## config.mk

```make
export PLATFORM = sky130hd
export DESIGN_NAME = run_ctrl
export DESIGN_NICKNAME = d
export VERILOG_FILES = /design/src/rtl/run_ctrl_pkg.sv /design/src/rtl/sat_counter.sv /design/src/rtl/run_ctrl.sv
export SDC_FILE = /design/constraint.sdc
export NUM_CORES = 1
export LEC_CHECK = 0
export ABC_CLOCK_PERIOD_IN_PS = 3700
export CORE_MARGIN = 1.5
export CORE_UTILIZATION = 44
export CTS_BUF_LIST = sky130_fd_sc_hd__clkbuf_4
export CTS_CLUSTER_SIZE = 10
export DETAILED_ROUTE_END_ITERATION = 8
export PLACE_DENSITY_LB_ADDON = 0.08
export SLEW_MARGIN = 20
export SYNTH_ARGS = -nofsm -noshare
export SYNTH_HDL_FRONTEND = slang
export SYNTH_SLANG_ARGS = --single-unit
```

## constraint.sdc

```tcl
create_clock -name clk -period 3.7 [get_ports clk]
set_input_delay 1.11 -clock clk [delete_from_list [all_inputs] [get_ports clk]]
set_output_delay 1.11 -clock clk [all_outputs]
set_load 0.05 [all_outputs]
```

## src/rtl/run_ctrl_pkg.sv

```systemverilog
// Shared types and defaults for the run-control unit.
// Latency: n/a (types and constants only).
// Backpressure: n/a.
package run_ctrl_pkg;

  typedef enum logic [2:0] {
    IDLE  = 3'd0,
    RUN   = 3'd1,
    DRAIN = 3'd2,
    DUMP  = 3'd3,
    DONE  = 3'd4
  } run_state_t;

  localparam logic [15:0] HALT_OPCODE_DEF = 16'hF000;

endpackage

```

## src/rtl/sat_counter.sv

```systemverilog
// Saturating up-counter: clears on clr, increments on inc, sticks at all-ones.
// Latency: q updates on the rising edge after clr/inc are sampled.
// Backpressure: none; clr has priority over inc.
// Ports: clk, rst (async active-low), clr, inc -> q[W-1:0].
module sat_counter #(
  parameter int W = 32
) (
  input  logic         clk,
  input  logic         rst,
  input  logic         clr,
  input  logic         inc,
  output logic [W-1:0] q
);

  always_ff @(posedge clk or negedge rst) begin
    if (!rst) begin
      q <= '0;
    end else if (clr) begin
      q <= '0;
    end else if (inc && (q != {W{1'b1}})) begin
      q <= q + W'(1);
    end
  end

endmodule

```

## src/rtl/run_ctrl.sv

```systemverilog
// Run supervisor: start pulse -> RUN until halt/watchdog -> DRAIN -> DUMP handshake -> DONE.
// Latency: running rises one edge after start; dump_req DRAIN_CYCLES edges after the halt edge.
// Backpressure: DUMP holds dump_req until dump_ack; start is ignored outside IDLE/DONE.
// Ports: clk, rst (async active-low), start, mem_valid, mem_instr, dump_ack ->
//        running, dump_req, done, timed_out, cycle_count, retired_count.
module run_ctrl
  import run_ctrl_pkg::*;
#(
  parameter int                 INSTR_W      = 16,
  parameter logic [INSTR_W-1:0] HALT_OPCODE  = INSTR_W'(HALT_OPCODE_DEF),
  parameter int                 CYC_W        = 32,
  parameter int                 DRAIN_CYCLES = 1,
  parameter int                 TIMEOUT      = 0
) (
  input  logic               clk,
  input  logic               rst,
  input  logic               start,
  input  logic               mem_valid,
  input  logic [INSTR_W-1:0] mem_instr,
  input  logic               dump_ack,
  output logic               running,
  output logic               dump_req,
  output logic               done,
  output logic               timed_out,
  output logic [CYC_W-1:0]   cycle_count,
  output logic [CYC_W-1:0]   retired_count
);

  // Drain counter only has to hold DRAIN_CYCLES-1.
  localparam int            DW         = (DRAIN_CYCLES > 1) ? $clog2(DRAIN_CYCLES) : 1;
  localparam logic [DW-1:0] DRAIN_LOAD = (DRAIN_CYCLES > 0) ? DW'(DRAIN_CYCLES - 1) : '0;
  localparam bit            HAS_DRAIN  = (DRAIN_CYCLES > 0);
  // Watchdog compares the pre-increment count, so the limit is TIMEOUT-1.
  localparam logic [CYC_W-1:0] WD_LIMIT = (TIMEOUT > 0) ? CYC_W'(TIMEOUT - 1) : '0;
  localparam bit               WD_EN    = (TIMEOUT > 0);

  run_state_t    state, state_nxt;
  logic [DW-1:0] drain_cnt, drain_nxt;
  logic          timed_nxt;
  logic          is_halt;
  logic          wd_hit;
  logic          clr_cnt;
  logic          in_run;

  assign in_run  = (state == RUN);
  assign is_halt = mem_valid && (mem_instr == HALT_OPCODE);
  assign wd_hit  = WD_EN && (cycle_count == WD_LIMIT);
  assign clr_cnt = start && ((state == IDLE) || (state == DONE));

  always_ff @(posedge clk or negedge rst) begin
    if (!rst) begin
      state     <= IDLE;
      drain_cnt <= '0;
      timed_out <= 1'b0;
    end else begin
      state     <= state_nxt;
      drain_cnt <= drain_nxt;
      timed_out <= timed_nxt;
    end
  end

  always_comb begin
    state_nxt = state;
    drain_nxt = drain_cnt;
    timed_nxt = timed_out;
    case (state)
      IDLE, DONE: begin
        if (start) begin
          state_nxt = RUN;
          timed_nxt = 1'b0;
        end
      end
      RUN: begin
        // Halt takes priority over a watchdog expiry in the same cycle.
        if (is_halt) begin
          if (HAS_DRAIN) begin
            state_nxt = DRAIN;
            drain_nxt = DRAIN_LOAD;
          end else begin
            state_nxt = DUMP;
          end
        end else if (wd_hit) begin
          state_nxt = DUMP;
          timed_nxt = 1'b1;
        end
      end
      DRAIN: begin
        if (drain_cnt == '0) begin
          state_nxt = DUMP;
        end else begin
          drain_nxt = drain_cnt - DW'(1);
        end
      end
      DUMP: begin
        if (dump_ack) begin
          state_nxt = DONE;
        end
      end
      default: state_nxt = IDLE;
    endcase
  end

  assign running  = (state == RUN) || (state == DRAIN);
  assign dump_req = (state == DUMP);
  assign done     = (state == DONE);

  sat_counter #(.W(CYC_W)) u_cycle_cnt (
    .clk (clk),
    .rst (rst),
    .clr (clr_cnt),
    .inc (in_run),
    .q   (cycle_count)
  );

  sat_counter #(.W(CYC_W)) u_retired_cnt (
    .clk (clk),
    .rst (rst),
    .clr (clr_cnt),
    .inc (in_run && mem_valid && (mem_instr != HALT_OPCODE)),
    .q   (retired_count)
  );

endmodule

```

Word-level counts from Yosys, hierarchy flattened
Index checks and enable logic that the tools add are counted.

Input bits: 21. Flip-flop bits (word level): 68. Output and inout bits: 68.

Multiplexer cells: 12. $add $sub $neg: 3. Reduce and logical (&&, ||, !) cells: 15. Eq/ne operators: 12.

Operators with widths (count): two-way mux 32 bit (4); adder 32 x 1 -> 32 bit, second input constant (2); inequality test 32 bit, second input constant (2); equality test 16 bit, second input constant (1); inequality test 16 bit, second input constant (1); two-way mux 3 bit (4); one-hot mux 3 bit (4 select lines) (1); inequality test 2 bit, second input constant (4); equality test 3 x 2 -> 1 bit, second input constant (2); logical AND 1 bit (6); nonzero test 2 bit (3); AND reduction 4 bit (1); equality test 3 x 1 -> 1 bit, second input constant (1); equality test 3 bit, second input constant (1); logical NOT 3 bit (1); logical OR 1 bit (2); two-way mux 1 bit (2); one-hot mux 1 bit (2 select lines) (1); AND reduction 2 bit (1); OR reduction 2 bit (1); subtractor 1 bit, second input constant (1).

Logic depth before layout (Yosys ltp)
Gate-level depths: netlist of the first run.

Word-level depth: 6. Mapped depth: 10.

Cells and area by module
Synthesis of the first run repeated with hierarchy kept, for this count alone.

Cell total of the unflattened synthesis: 428. Area, all modules: 3992.6 um2.

Modules (own cells, without submodules): sat_counter (instances 2, cells each 198, sequential area each 800.8 um2, area each 1854.3 um2); run_ctrl (instances 1, cells each 32, sequential area each 75.1 um2, area each 284.0 um2).

Least setup slack after synthesis of the first run
Ideal clock, no wire load.

Path type: input-to-reg. Start: input mem_instr[9]. End: register u_retired_cnt.q[15]. Required time: 3.582 ns. Arrival: 2.701 ns. Path slack: 0.881 ns. Stages: 8. Path buffers: 2. Setup time: 0.118 ns. Path through: or4b_1 nor4_2 nand3b_1 or2_1 buf_4 buf_4 nor3_1 a21o_1.

Cells in the longest elaborated chain, start to end: 4.

RTL lines: start, declared (RTL line run_ctrl.sv:19) `input logic [INSTR_W-1:0] mem_instr,`; inequality test 16 bit (RTL line run_ctrl.sv:119) `.inc (in_run && mem_valid && (mem_instr != HALT_OPCODE)),`; logical AND 1 bit (RTL line run_ctrl.sv:119); logical AND 1 bit (RTL line sat_counter.sv:20) `end else if (inc && (q != {W{1'b1}})) begin`; nonzero test 2 bit (no line); end signal, assigned (RTL line sat_counter.sv:21) `q <= q + W'(1);`; end, declared (RTL line sat_counter.sv:12) `output logic [W-1:0] q`.

No other way between the ends. A chain may end at the register's enable or synchronous reset.

Worst setup path in the final report of the first run
Start: register state[1]. End: output done.

Cells in the longest elaborated chain, start to end: 1.

RTL lines: start, declared (RTL line run_ctrl.sv:37) `run_state_t state, state_nxt;`; start signal, assigned (RTL line run_ctrl.sv:56) `state <= state_nxt;`; equality test 3 bit (RTL line run_ctrl.sv:105) `assign done = (state == DONE);`; end, declared (RTL line run_ctrl.sv:23) `output logic done,`.

No other way between the ends.

==> impl_metrics.sql, run 1 <==
INSERT INTO impl_metrics (metric_group, metric, value, unit) VALUES
('status', 'outcome', 'complete, no violations', ''),
('timing', 'final.setup.tns', '0', 'ns'),
('global_route', 'grt_pass1_wl', '16000', 'µm'),
('global_route', 'groute.usage.overall', '22.5', '%'),
('pwr', 'power_switching_share', '40.7', '%'),
('global_route', 'antenna_found_initial', '0', ''),
('pwr', 'p_leak', '1.97', 'nW'),
('detailed_routing', 'first_iter_violations', '200', ''),
('placement', 'port_buffers', '87', ''),
('cells_and_area', 'post_route_cell_area', '0.00488', 'mm²'),
('setup_path', 'worst-r2r-cell-count', '6', ''),
('placement', 'total_instance_count_after_detailed_placement', '597', ''),
('placement', 'placed_area', '0.00475', 'mm²'),
('die', 'initial_core_util', '45.9', '%'),
('timing', 'setup_violations', '0', ''),
('flow_run', 'max-cap-violations', '0', ''),
('pwr', 'pwr-share-seq', '40.2', '%'),
('global_route', 'grt_util_met3', '3.32', '%'),
('timing', 'max_clk_rate', '316', 'MHz'),
('setup_path', 'crit_path_end_kind', 'primary output', ''),
('detailed_routing', 'detail-route-antenna-nets', '0', ''),
('clock_tree', 'cts-resized-gates', '0', ''),
('pwr', 'power.clock.fraction', '22.3', '%'),
('timing', 'max-slew-margin-rel', '44.1', '%'),
('timing', 'grt_setup_unrepaired', 'false', ''),
('placement', 'place.gp.congestion', '0.823', ''),
('global_route', 'grt_busiest_layer', 'met2', ''),
('detailed_routing', 'detail_route.vias_per_cell', '5.70', ''),
('yosys', 'postSynthAreaPerCell', '9.08', 'µm²'),
('timing', 'worst_pin_slew', '0.838', 'ns'),
('clock_tree', 'clkTransAtPathRegs', '0.11', 'ns'),
('die', 'die_outline_area', '0.00928', 'mm²'),
('setup_path', 'critical_path_class', 'reg2out', ''),
('yosys', 'synth.top_cells.by_count', 'dfrtp_1, nor2_1, nand2_1', ''),
('die', 'row_count', '33', ''),
('clock_tree', 'clk_path_buf_depth', '2', ''),
('yosys', 'synth_top_cells_by_area', 'dfrtp_1, xnor2_1, nor2_1', ''),
('timing', 'fin_crit_sh', '85.6', '%'),
('die', 'placeableCoreArea', '0.00834', 'mm²'),
('cells_and_area', 'drive_gt1_share', '8.28', '%'),
('timing', 'worst_clock_skew', '0.0113', 'ns'),
('yosys', 'synth.lib_cells_used.distinct', '60', ''),
('detailed_routing', 'detailroute.via_count', '3486', ''),
('global_route', 'grt_util_met1', '32.7', '%'),
('clock_tree', 'clk_latency', '0.41', 'ns'),
('clock_tree', 'clock_sink_count', '67', ''),
('clock_tree', 'post_cts_buffers', '0', ''),
('setup_path', 'cp.arrival', '2.06', 'ns'),
('cells_and_area', 'fin_nets', '526', ''),
('clock_tree', 'cts.root.buffer_cell', 'clkbuf_4', ''),
('cells_and_area', 'stdcell_count', '612', ''),
('yosys', 'async_reset_ff_share', '100', '%'),
('clock_tree', 'ctsHoldBuffers', '0', ''),
('yosys', 'synth.most_common_cell', 'dfrtp_1', ''),
('pwr', 'p_sw', '879', 'µW'),
('yosys', 'post_synthesis_cell_area', '0.00383', 'mm²'),
('yosys', 'syn-instance-count', '422', ''),
('hold_path', 'min_delay_path_depth', '1', ''),
('setup_path', 'worstPathMaxFanout', '10', ''),
('clock_tree', 'tritoncts_clock_tree', 'built', ''),
('pwr', 'ir_drop', '0.445', 'mV'),
('die', 'pin_count', '89', ''),
('detailed_routing', 'drt-total-wl', '9690', 'µm'),
('detailed_routing', 'remaining_drc_errors', '0', ''),
('yosys', 'synth_seq_cells', '67', ''),
('global_route', 'grt_pass1_vias', '3332', ''),
('cells_and_area', 'final_core_util', '58.5', '%'),
('cells_and_area', 'number_of_inserted_diodes', '0', ''),
('setup_path', 'crit_required', '2.59', 'ns'),
('clock_tree', 'cts-htree-levels', '3', ''),
('die', 'die_h', '96.3', 'µm');
[cells in the final DEF, fill, tap and decap left out, drive strengths merged, types with 10 or more instances in the layout]
master	n
a21oi	19
and3	12
clkbuf	12
clkdlybuf4s50	86
dfrtp	67
nand2	36
nand3	30
nand4	24
nor2	43
nor3	25
o21ai	22
or3	10
xnor2	20
[area by class of cell]
cell class | count | area (µm²)
clock inverters | 3 | 40.0
flip-flops and latches | 67 | 1680
fillers | 755 | 3460
clock buffers | 12 | 90.1
well taps | 105 | 131
repair buffers | 94 | 931
multi-input cells | 323 | 1980
inverters | 8 | 30.0
[metal layers]
metal  vias up  routed length (µm)
li1       1695                   -
met1      1686                4700
met2        92                4410
met3        13                 425
met4         0                 151
met5         -                   0
[through the flow]
step / total power, mW / setup WS (ns) / hold WS, ns
2_1_floorplan: 1.48 / 0.881 / 0.614
3_3_place_gp: 1.67 / 0.215 / 0.501
3_5_place_dp: 1.69 / 0.131 / 0.514
4_1_cts: 2.17 / 0.501 / 0.527
5_1_grt: 2.28 / 0.398 / 0.561
6_report: 2.16 / 0.534 / 0.521
[sequential cells by signal, indices dropped and copies added (netlist names)]
name             cells
u_retired_cnt.q     32
state                3
u_cycle_cnt.q       32
[critical path: stages (launching register included)]
cell	delay, ns
dfrtp_1	0.50
nor2_1	0.21
and2_1	0.15
clkdlybuf4s50_1	0.79
[final timing paths]
check	from	endpoint	slack (ns)
max	state[1]$_DFFE_PN0P_	done	0.53
min	u_retired_cnt.q[12]$_DFFE_PN0P_	u_retired_cnt.q[12]$_DFFE_PN0P_	0.52
max reg2reg	u_cycle_cnt.q[16]$_DFFE_PN0P_	u_cycle_cnt.q[27]$_DFFE_PN0P_	1.11
min reg2reg	u_retired_cnt.q[12]$_DFFE_PN0P_	u_retired_cnt.q[12]$_DFFE_PN0P_	0.52
max in group asynchronous	rst	u_cycle_cnt.q[5]$_DFFE_PN0P_	2.36
min in group asynchronous	rst	state[2]$_DFFE_PN0P_	0.70
[power by group through the flow]
stage	Sequential, mW	Combinational [mW]	Clock [mW]
2_1_floorplan	0.931	0.552	0
3_3_place_gp	0.880	0.794	0
3_5_place_dp	0.882	0.810	0
4_1_cts	0.869	0.814	0.491
5_1_grt	0.886	0.882	0.514
6_report	0.868	0.809	0.481
[logic make-up (layout without fill, tap and decap cells)]
| family | Yosys count | after routing | share of synthesized area, % |
|---|---|---|---|
| fa+ha+maj | 2 | 2 | 0.653 |
| buf+inv | 32 | 117 | 4.60 |
| simple gates | 209 | 209 | 29.6 |
| mux | 7 | 7 | 1.89 |
| other cells | 1 | 1 | 0.0978 |
| xor+xnor | 28 | 28 | 6.40 |
| flops | 67 | 67 | 43.7 |
| compound gates | 76 | 76 | 13.0 |
No activity file was read; power rests on OpenSTA's default activity.
==> run 2: changes to the inputs <==
CORE_UTILIZATION = 56   (was 44)
==> run 2 against run 1 <==
  * Clock skew shrank 0.00056 ns
  * Cell area shrank 0.10%
  * Register-to-register slack is essentially flat
  * Maximum frequency is essentially flat
  * Combinational power grew 0.5%
  * Worst setup slack gained 0.00069 ns
  * Global-route usage grew 3.6 points
  * Worst hold slack gained 0.026 ns
  * Final cell count shrank 4.4%
  * Via count grew 2.7%
  * Power grew 3.4%
  * Critical path type unchanged
  * Largest cell class unchanged
  * Largest power group unchanged
==> impl_metrics.sql, run 2 (same netlist as run 1, synthesis figures left out) <==
INSERT INTO impl_metrics (metric_group, metric, value, unit) VALUES
('placement', 'port_buffers', '87', ''),
('timing', 'fin_crit_sh', '85.5', '%'),
('setup_path', 'cp_slowest_cell', 'clkdlybuf4s50_1', ''),
('clock_tree', 'tritoncts_clock_tree', 'built', ''),
('timing', 'max-slew-margin-rel', '43.8', '%'),
('global_route', 'grt_max_degree', '68', ''),
('cells_and_area', 'layout.cells.most_common', 'clkdlybuf4s50_1', ''),
('detailed_routing', 'detail_route.vias_per_cell', '6.12', ''),
('die', 'initial_core_util', '59.0', '%'),
('die', 'dieWidth', '85.7', 'µm'),
('clock_tree', 'clk_latency', '0.42', 'ns'),
('clock_tree', 'clk_path_buf_depth', '2', ''),
('clock_tree', 'clkTransAtPathRegs', '0.11', 'ns'),
('placement', 'pre_cts_slack', '0.190', 'ns'),
('timing', 'fin_hold_ws', '0.547', 'ns'),
('detailed_routing', 'drt_pre_antenna_iters', '5', ''),
('clock_tree', 'cts-resized-gates', '0', ''),
('die', 'row_count', '29', ''),
('setup_path', 'crit_required', '2.59', 'ns'),
('timing', 'max_clk_rate', '316', 'MHz'),
('global_route', 'antenna_found_initial', '0', ''),
('timing', 'timing.final.hold_violations', '0', ''),
('global_route', 'grt_pass1_wl', '15400', 'µm'),
('die', 'placeableCoreArea', '0.00649', 'mm²'),
('hold_path', 'hold_path.class', 'reg2reg', ''),
('setup_path', 'worstPathCellList', 'nor2_1 > and2_1 > clkdlybuf4s50_1', ''),
('setup_path', 'worstPathMaxFanout', '10', ''),
('die', 'die_outline_area', '0.00735', 'mm²'),
('setup_path', 'crit_path_end_kind', 'primary output', ''),
('die', 'pin_count', '89', ''),
('pwr', 'power-per-cell-area', '458', 'mW/mm²'),
('detailed_routing', 'drt-total-wl', '9400', 'µm'),
('detailed_routing', 'wl_per_cell', '16.1', 'µm'),
('clock_tree', 'cts_inserted_buffers', '9', ''),
('clock_tree', 'post_cts_buffers', '0', ''),
('setup_path', 'worst-path-buf-inv', '1', ''),
('timing', 'finalWorstSetupSlack', '0.535', 'ns'),
('pwr', 'p_leak', '1.97', 'nW'),
('detailed_routing', 'detail-route-antenna-nets', '0', ''),
('clock_tree', 'clock_sink_count', '67', ''),
('timing', 'grt_setup_unrepaired', 'false', ''),
('setup_path', 'critical_path_class', 'reg2out', ''),
('setup_path', 'cp_top_family', 'buffers and inverters', ''),
('cells_and_area', 'nFillCells', '466', ''),
('setup_path', 'longest_individual_stage_delay_on_the_worst_path', '0.80', 'ns'),
('cells_and_area', 'mostFrequentLayoutCells', 'clkdlybuf4s50_1, dfrtp_1, nor2_1', ''),
('global_route', 'groute.usage.overall', '26.1', '%'),
('timing', 'worst_pin_slew', '0.844', 'ns'),
('placement', 'dpl.hpwl', '6680', 'µm'),
('detailed_routing', 'first_iter_violations', '245', ''),
('timing', 'finalWorstPathRequiredPeriod', '3.17', 'ns'),
('die', 'die_h', '85.7', 'µm'),
('cells_and_area', 'reg_top3', 'u_cycle_cnt.q (32), u_retired_cnt.q (32), state (3)', ''),
('placement', 'place.gp.congestion', '0.855', ''),
('cells_and_area', 'fin_nets', '526', ''),
('global_route', 'grt_pass1_vias', '3203', ''),
('timing', 'final.setup.tns', '0', 'ns'),
('clock_tree', 'ctsHoldBuffers', '0', ''),
('clock_tree', 'cts.root.buffer_cell', 'clkbuf_4', ''),
('global_route', 'global_route.overflow_total', '0', ''),
('clock_tree', 'cts-htree-levels', '3', ''),
('setup_path', 'critical_path.startpoint_type', 'register', ''),
('setup_path', 'cp.arrival', '2.06', 'ns'),
('cells_and_area', 'drive_gt1_share', '8.27', '%'),
('pwr', 'ir_drop', '0.635', 'mV'),
('cells_and_area', 'area_growth_syn_to_layout', '27.2', '%'),
('detailed_routing', 'detailroute.via_count', '3580', ''),
('cells_and_area', 'number_of_inserted_diodes', '0', ''),
('status', 'outcome', 'complete, no violations', ''),
('timing', 'final-max-slew-violation-count', '0', ''),
('timing', 'setup_violations', '0', ''),
('pwr', 'finalPower', '2.23', 'mW'),
('detailed_routing', 'remaining_drc_errors', '0', ''),
('flow_run', 'max-cap-violations', '0', ''),
('cells_and_area', 'final_core_util', '75.0', '%'),
('timing', 'worst_clock_skew', '0.0108', 'ns');
## run 2: cell count changes in the layout (fill, tap and decap cells not counted), sizes merged
cell,previous run,this run
clkinv,2,3
clkinvlp,0,2
bufinv,1,2
clkbuf,12,9
## run 2: final cells by class
class	instances	area, µm²	share of cell area, %
multi-input combinational	323	1980	40.6
sequential	67	1680	34.4
timing repair buffer	94	931	19.1
tap	77	96.3	1.98
clock inverter	7	92.6	1.90
clock buffer	9	67.6	1.39
inverter	8	30.0	0.616
## run 2: where the power goes
part           internal, mW  switching (mW)  total (mW)
Clock                 0.271           0.274       0.545
Combinational         0.283           0.531       0.813
Sequential            0.778          0.0942       0.873
## run 2: worst reg2reg max path: cells and delay by family (launching register included)
kind	cells	cell delay [ns]
AO/OA/AOI/OAI	1	0.70
XOR/XNOR	1	0.17
flip-flops	1	0.49
AND/OR/NAND/NOR	4	1.13
## run 2: metal layers
layer  vias up  track usage, %  routed length [µm]
li1       1697               -                   -
met1      1722            38.0                4380
met2       150            39.9                4350
met3        11            4.23                 551
met4         0            8.80                 122
met5         -               0                   0
## run 2: worst paths after layout
kind / start / end / slack [ns] / cells after the start
max: state[1]$_DFFE_PN0P_ / done / 0.53 / 3
min: u_retired_cnt.q[29]$_DFFE_PN0P_ / u_retired_cnt.q[29]$_DFFE_PN0P_ / 0.55 / 1
max reg2reg: u_cycle_cnt.q[16]$_DFFE_PN0P_ / u_cycle_cnt.q[27]$_DFFE_PN0P_ / 1.11 / 6
min reg2reg: u_retired_cnt.q[29]$_DFFE_PN0P_ / u_retired_cnt.q[29]$_DFFE_PN0P_ / 0.55 / 1
max in group asynchronous: rst / u_retired_cnt.q[20]$_DFFE_PN0P_ / 2.28 / 2
min in group asynchronous: rst / u_cycle_cnt.q[20]$_DFFE_PN0P_ / 0.87 / 2
## run 2: per-stage QoR
| step | std cells | instance area, µm² |
|---|---|---|
| after floorplan | 422 | 3830 |
| after global placement | 569 | 4710 |
| after detailed placement | 569 | 4710 |
| after CTS | 585 | 4870 |
| after global routing | 585 | 4870 |
| final | 585 | 4870 |
